===== config.mk =====
export PLATFORM = sky130hd
export DESIGN_NAME = pipeline_stall_ctrl
export DESIGN_NICKNAME = d
export VERILOG_FILES = /design/src/rtl/pipeline_stall_ctrl.sv
export SDC_FILE = /design/constraint.sdc
export NUM_CORES = 1
export LEC_CHECK = 0
export ABC_AREA = 1
export CORE_AREA = 5 5 42 44
export CTS_BUF_LIST = sky130_fd_sc_hd__clkbuf_4 sky130_fd_sc_hd__clkbuf_8 sky130_fd_sc_hd__clkbuf_16
export DETAILED_ROUTE_END_ITERATION = 10
export DIE_AREA = 0 0 47 49
export HOLD_SLACK_MARGIN = 0.12
export PLACE_DENSITY = 0.7
export SYNTH_ARGS = -nofsm -noshare
export SYNTH_HDL_FRONTEND = slang
export SYNTH_SLANG_ARGS = --single-unit

===== constraint.sdc =====
create_clock -name i_clk -period 4.25 [get_ports i_clk]
set_clock_uncertainty 0.2 [all_clocks]
set_input_delay 0.6375 -clock i_clk [delete_from_list [all_inputs] [get_ports i_clk]]
set_output_delay 0.6375 -clock i_clk [all_outputs]
set_load 0.01 [all_outputs]

===== src/rtl/pipeline_stall_ctrl.sv =====
// Stall/flush sequencer for the 5-stage RV32 pipeline: load-use, data-memory wait with timeout, branch flush.
// Optional STALL_PERF_CNT_EN adds stall-cycle and branch-flush event counters.
module pipeline_stall_ctrl #(
    parameter int MEM_TIMEOUT = 64,
    parameter int CNT_WIDTH   = 7
) (
    input  logic        i_clk,
    input  logic        i_rst_n,
    input  logic        i_load_use_hazard,
    input  logic        i_dmem_req,
    input  logic        i_dmem_ready,
    input  logic        i_branch_taken,
    output logic        o_pc_write,
    output logic        o_IF_ID_write,
    output logic        o_IF_ID_flush,
    output logic        o_ID_EX_flush,
    output logic        o_EX_MEM_write,
    output logic        o_MEM_WB_flush,
    output logic        o_mem_timeout
`ifdef STALL_PERF_CNT_EN
    ,
    output logic [31:0] o_stall_cycles,
    output logic [31:0] o_flush_events
`endif
);

    typedef enum logic {ST_RUN, ST_MEM_WAIT} state_t;

    localparam logic [CNT_WIDTH-1:0] TIMEOUT_CNT = CNT_WIDTH'(MEM_TIMEOUT);

    state_t               r_state;
    logic [CNT_WIDTH-1:0] r_wait_cnt;

    logic w_mem_stall_run;
    logic w_timeout;
    logic w_freeze;

    assign w_mem_stall_run = (r_state == ST_RUN) && i_dmem_req && !i_dmem_ready;
    assign w_timeout       = (r_state == ST_MEM_WAIT) && !i_dmem_ready && (r_wait_cnt == TIMEOUT_CNT);
    assign w_freeze        = w_mem_stall_run || ((r_state == ST_MEM_WAIT) && !i_dmem_ready && !w_timeout);

    // Timeout and ready-release share the release path; a timeout only bubbles MEM/WB and pulses the flag.
    always_comb begin
        o_pc_write     = 1'b1;
        o_IF_ID_write  = 1'b1;
        o_IF_ID_flush  = 1'b0;
        o_ID_EX_flush  = 1'b0;
        o_EX_MEM_write = 1'b1;
        o_MEM_WB_flush = 1'b0;
        o_mem_timeout  = 1'b0;
        if (!i_rst_n) begin
            o_pc_write     = 1'b0;
            o_IF_ID_write  = 1'b0;
            o_IF_ID_flush  = 1'b1;
            o_ID_EX_flush  = 1'b1;
            o_EX_MEM_write = 1'b0;
            o_MEM_WB_flush = 1'b1;
        end else if (w_freeze) begin
            o_pc_write     = 1'b0;
            o_IF_ID_write  = 1'b0;
            o_EX_MEM_write = 1'b0;
            o_MEM_WB_flush = 1'b1;
        end else begin
            if (w_timeout) begin
                o_MEM_WB_flush = 1'b1;
                o_mem_timeout  = 1'b1;
            end
            if (i_branch_taken) begin
                o_IF_ID_flush = 1'b1;
                o_ID_EX_flush = 1'b1;
            end else if (i_load_use_hazard) begin
                o_pc_write    = 1'b0;
                o_IF_ID_write = 1'b0;
                o_ID_EX_flush = 1'b1;
            end
        end
    end

    always_ff @(posedge i_clk or negedge i_rst_n) begin
        if (!i_rst_n) begin
            r_state    <= ST_RUN;
            r_wait_cnt <= '0;
        end else begin
            case (r_state)
                ST_RUN: begin
                    if (w_mem_stall_run) begin
                        r_state    <= ST_MEM_WAIT;
                        r_wait_cnt <= CNT_WIDTH'(1);
                    end
                end
                ST_MEM_WAIT: begin
                    if (i_dmem_ready || w_timeout) begin
                        r_state    <= ST_RUN;
                        r_wait_cnt <= '0;
                    end else if (r_wait_cnt != TIMEOUT_CNT) begin
                        r_wait_cnt <= r_wait_cnt + CNT_WIDTH'(1);
                    end
                end
                default: begin
                    r_state    <= ST_RUN;
                    r_wait_cnt <= '0;
                end
            endcase
        end
    end

`ifdef STALL_PERF_CNT_EN
    logic w_branch_flush_run;

    assign w_branch_flush_run = (r_state == ST_RUN) && i_branch_taken && !w_mem_stall_run;

    always_ff @(posedge i_clk or negedge i_rst_n) begin
        if (!i_rst_n) begin
            o_stall_cycles <= '0;
            o_flush_events <= '0;
        end else begin
            if (!o_pc_write) begin
                o_stall_cycles <= o_stall_cycles + 32'd1;
            end
            if (w_branch_flush_run) begin
                o_flush_events <= o_flush_events + 32'd1;
            end
        end
    end
`endif

endmodule


==> metrics.md <==
| Metric | Value |
|---|---|
| Std cell rows | `14` |
| Lkg Pwr | `0.3484 nW` |
| Fin nets | `100` |
| Simple logic cell fraction of the synthesized area | `41.52%` |
| Layout cells sized above 1 | `23.33%` |
| Die Area | `2303 um^2` |
| WL final | `1109 um` |
| Xor/xnor share of the synthesized area | `4.565%` |
| Largest area contributor in the netlist | `dfrtp_1` |
| DRC Markers | `0` |
| Max Fclk | `329.3 MHz` |
| DR pass1 iterations | `4` |
| Clock Pin Slew Worst Setup and Hold Paths | `50 ps` |
| Final Hold Fails | `0` |
| Fraction of synthesized area in multiplexers | `0%` |
| Total power | `0.2004 mW` |
| Slew @ Worst Pin | `195.4 ps` |
| Seq/Total Area, Yosys | `34.78%` |
| Worst EP required | `3410 ps` |
| Top-area cell type share of the netlist area | `34.78%` |
| Max IR drop VDD | `103.4 uV` |
| GRT Resource Usage Total | `11.54%` |
| Synth top area cells | `dfrtp_1 35%, nand2_1 7.8%, inv_1 7.2%, nor2_1 7.2%, nand2_4 5.9%` |
| Root buffer cell | `clkbuf_4` |
| Number of max-cap violations | `0` |
| Post-DRT Antenna Nets | `0` |
| Syn Std Cell Area | `575.6 um^2` |
| Main combinational cell family by area after synthesis | `simple AND/OR/NAND/NOR gates` |
| Worst-Skew Late Latency | `250 ps` |
| RSZ-0062 raised after global routing | `no` |
| First-pass GRT wire length | `1883 um` |
| Ant. Diodes | `0` |
| CTS H-tree depth | `1` |
| Hpwl dp | `906.1 um` |
| Mean post-synth cell area | `7.674 um^2` |
| Layout area overhead | `28.26%` |
| Clk sinks | `8` |
| CTS tree | `done` |
| Most frequent cells in the layout | `12 x nand2_1, 12 x clkdlybuf4s50_1, 11 x inv_1, 11 x nor2_1, 8 x dfrtp_1` |
| Max Slew Vio Count | `0` |
| Initial antenna violation count | `0` |
| Post-synthesis register bit count | `8` |
| Largest net degree at the start of global routing | `12` |
| Final WS setup | `1214 ps` |
| Power per Cell Area | `271.4 nW/um^2` |
| Post-cts sizing count | `0` |
| Gpl congestion | `0.8085` |
| Die width | `47 um` |
| Synth Area in Compound Gates | `5.000%` |
| WL per Instance | `10.46 um` |
| Pre-CTS WS | `1205 ps` |
| Iter 0 DRT Violations | `2` |
| Cts bufs inserted | `3` |
| Num ports | `13` |
| Largest fanout on the critical path | `4` |
| Synth cell types | `19` |
| # port buffers | `12` |
| Vias in the first global route | `491` |
| Worst setup SP type | `primary input` |
| Bufs on Longest Clock Path | `2` |
| Synth Warn # | `0` |
| Worst Setup Path Type | `in2out` |
| Post-Syn Instances | `75` |
| Share of synthesized cell area in full adder, half adder and majority cells | `4.348%` |
| Initial Util | `41.07%` |
| Post-CTS setup buffer count | `0` |
| Status | `completed` |
| Mapped Nets | `83` |
| CP Capture Type | `output pin` |
| Fin crit period | `3036 ps` |
| Fin crit share | `71.45%` |
| Gr ovfl total | `0` |
| Fin Setup TNS | `0 ps` |
| Hold WS | `326.5 ps` |
| Rel. slew slack | `86.97%` |
| Vias | `501` |
| Die Span Y | `49 um` |
| Hold Crit Class | `reg2reg` |
| Final setup vio count | `0` |
| Arrival time at the worst endpoint | `2200 ps` |
| Via density | `4.726` |
| Core ar. | `1401 um^2` |
| Cts hold-fix bufs | `0` |
==> where the power goes <==
part | internal [mW] | switching (mW)
logic | 0.0251 | 0.0309
registers | 0.0816 | 0.00496
clock network | 0.0323 | 0.0256
total | 0.139 | 0.0614
==> registers in the layout, indices dropped and copies added (netlist names) <==
| signal | cells |
|---|---|
| r_wait_cnt | 7 |
| r_state | 1 |
==> synth_stat cells <==
cell type	number
a21oi_1	1
buf_4	1
dfrtp_1	8
ha_1	2
inv_1	11
inv_2	2
nand2_1	12
nand2_2	3
nand2_4	3
nand3_1	4
nand3_2	1
nand4_1	2
nor2_1	11
nor2_2	4
nor2_4	2
nor3_2	1
o21ai_0	3
o21ai_2	1
xor2_1	3
==> path summary, 6_finish.rpt <==
kind / from / endpoint / slack [ps] / cells past startpoint
setup / recovery: i_dmem_ready / o_IF_ID_write / 1210 / 6
hold / removal: r_wait_cnt[5] / r_wait_cnt[5] / 330 / 2
setup reg to reg: r_wait_cnt[0] / r_wait_cnt[2] / 2800 / 9
hold reg to reg: r_wait_cnt[5] / r_wait_cnt[5] / 330 / 2
max in group asynchronous: i_rst_n / r_wait_cnt[0] / 3220 / 2
min in group asynchronous: i_rst_n / r_wait_cnt[3] / 480 / 2
==> critical path, cell delays in order <==
cell and delay [ps]:
clkdlybuf4s50_1 550, inv_2 60, nand3_1 140, nand2_4 90, nor3_2 140, clkdlybuf4s50_1 570
==> through the flow <==
| step | util, % | std cells | cell area, um^2 |
|---|---|---|---|
| final | 52.68 | 106 | 738.2 |
| after global routing | 52.68 | 106 | 738.2 |
| after CTS | 52.68 | 106 | 738.2 |
| after floorplan | - | 75 | 575.6 |
| after detailed placement | 51.07 | 103 | 715.7 |
| after global placement | 51.07 | 103 | 715.7 |
==> cell families (layout without fill, tap and decap cells) <==
| logic type | Yosys count | in the layout |
|---|---|---|
| xor gates and xnor gates | 3 | 3 |
| DFF | 8 | 8 |
| AOI/OAI and AO/OA | 5 | 5 |
| adders and majority gates | 2 | 2 |
| buffers and inverters | 14 | 29 |
| and+or+nand+nor | 43 | 43 |
==> layout make-up <==
type | count | area, um^2
fill | 144 | 663.1
inverter | 13 | 48.80
timing repair buffer | 13 | 127.6
multi-input combinational | 53 | 319.1
sequential | 8 | 200.2
tap | 16 | 20.02
clock buffer | 3 | 22.52
==> routing by layer <==
metal / share of wire (%) / global-route usage [%]
met5: 0 / 0
met1: 42 / 13.39
met3: 7.7 / 4.428
met4: 1.3 / 8.295
met2: 49 / 16.52
Note: power is estimated with default switching activity, not from simulation.
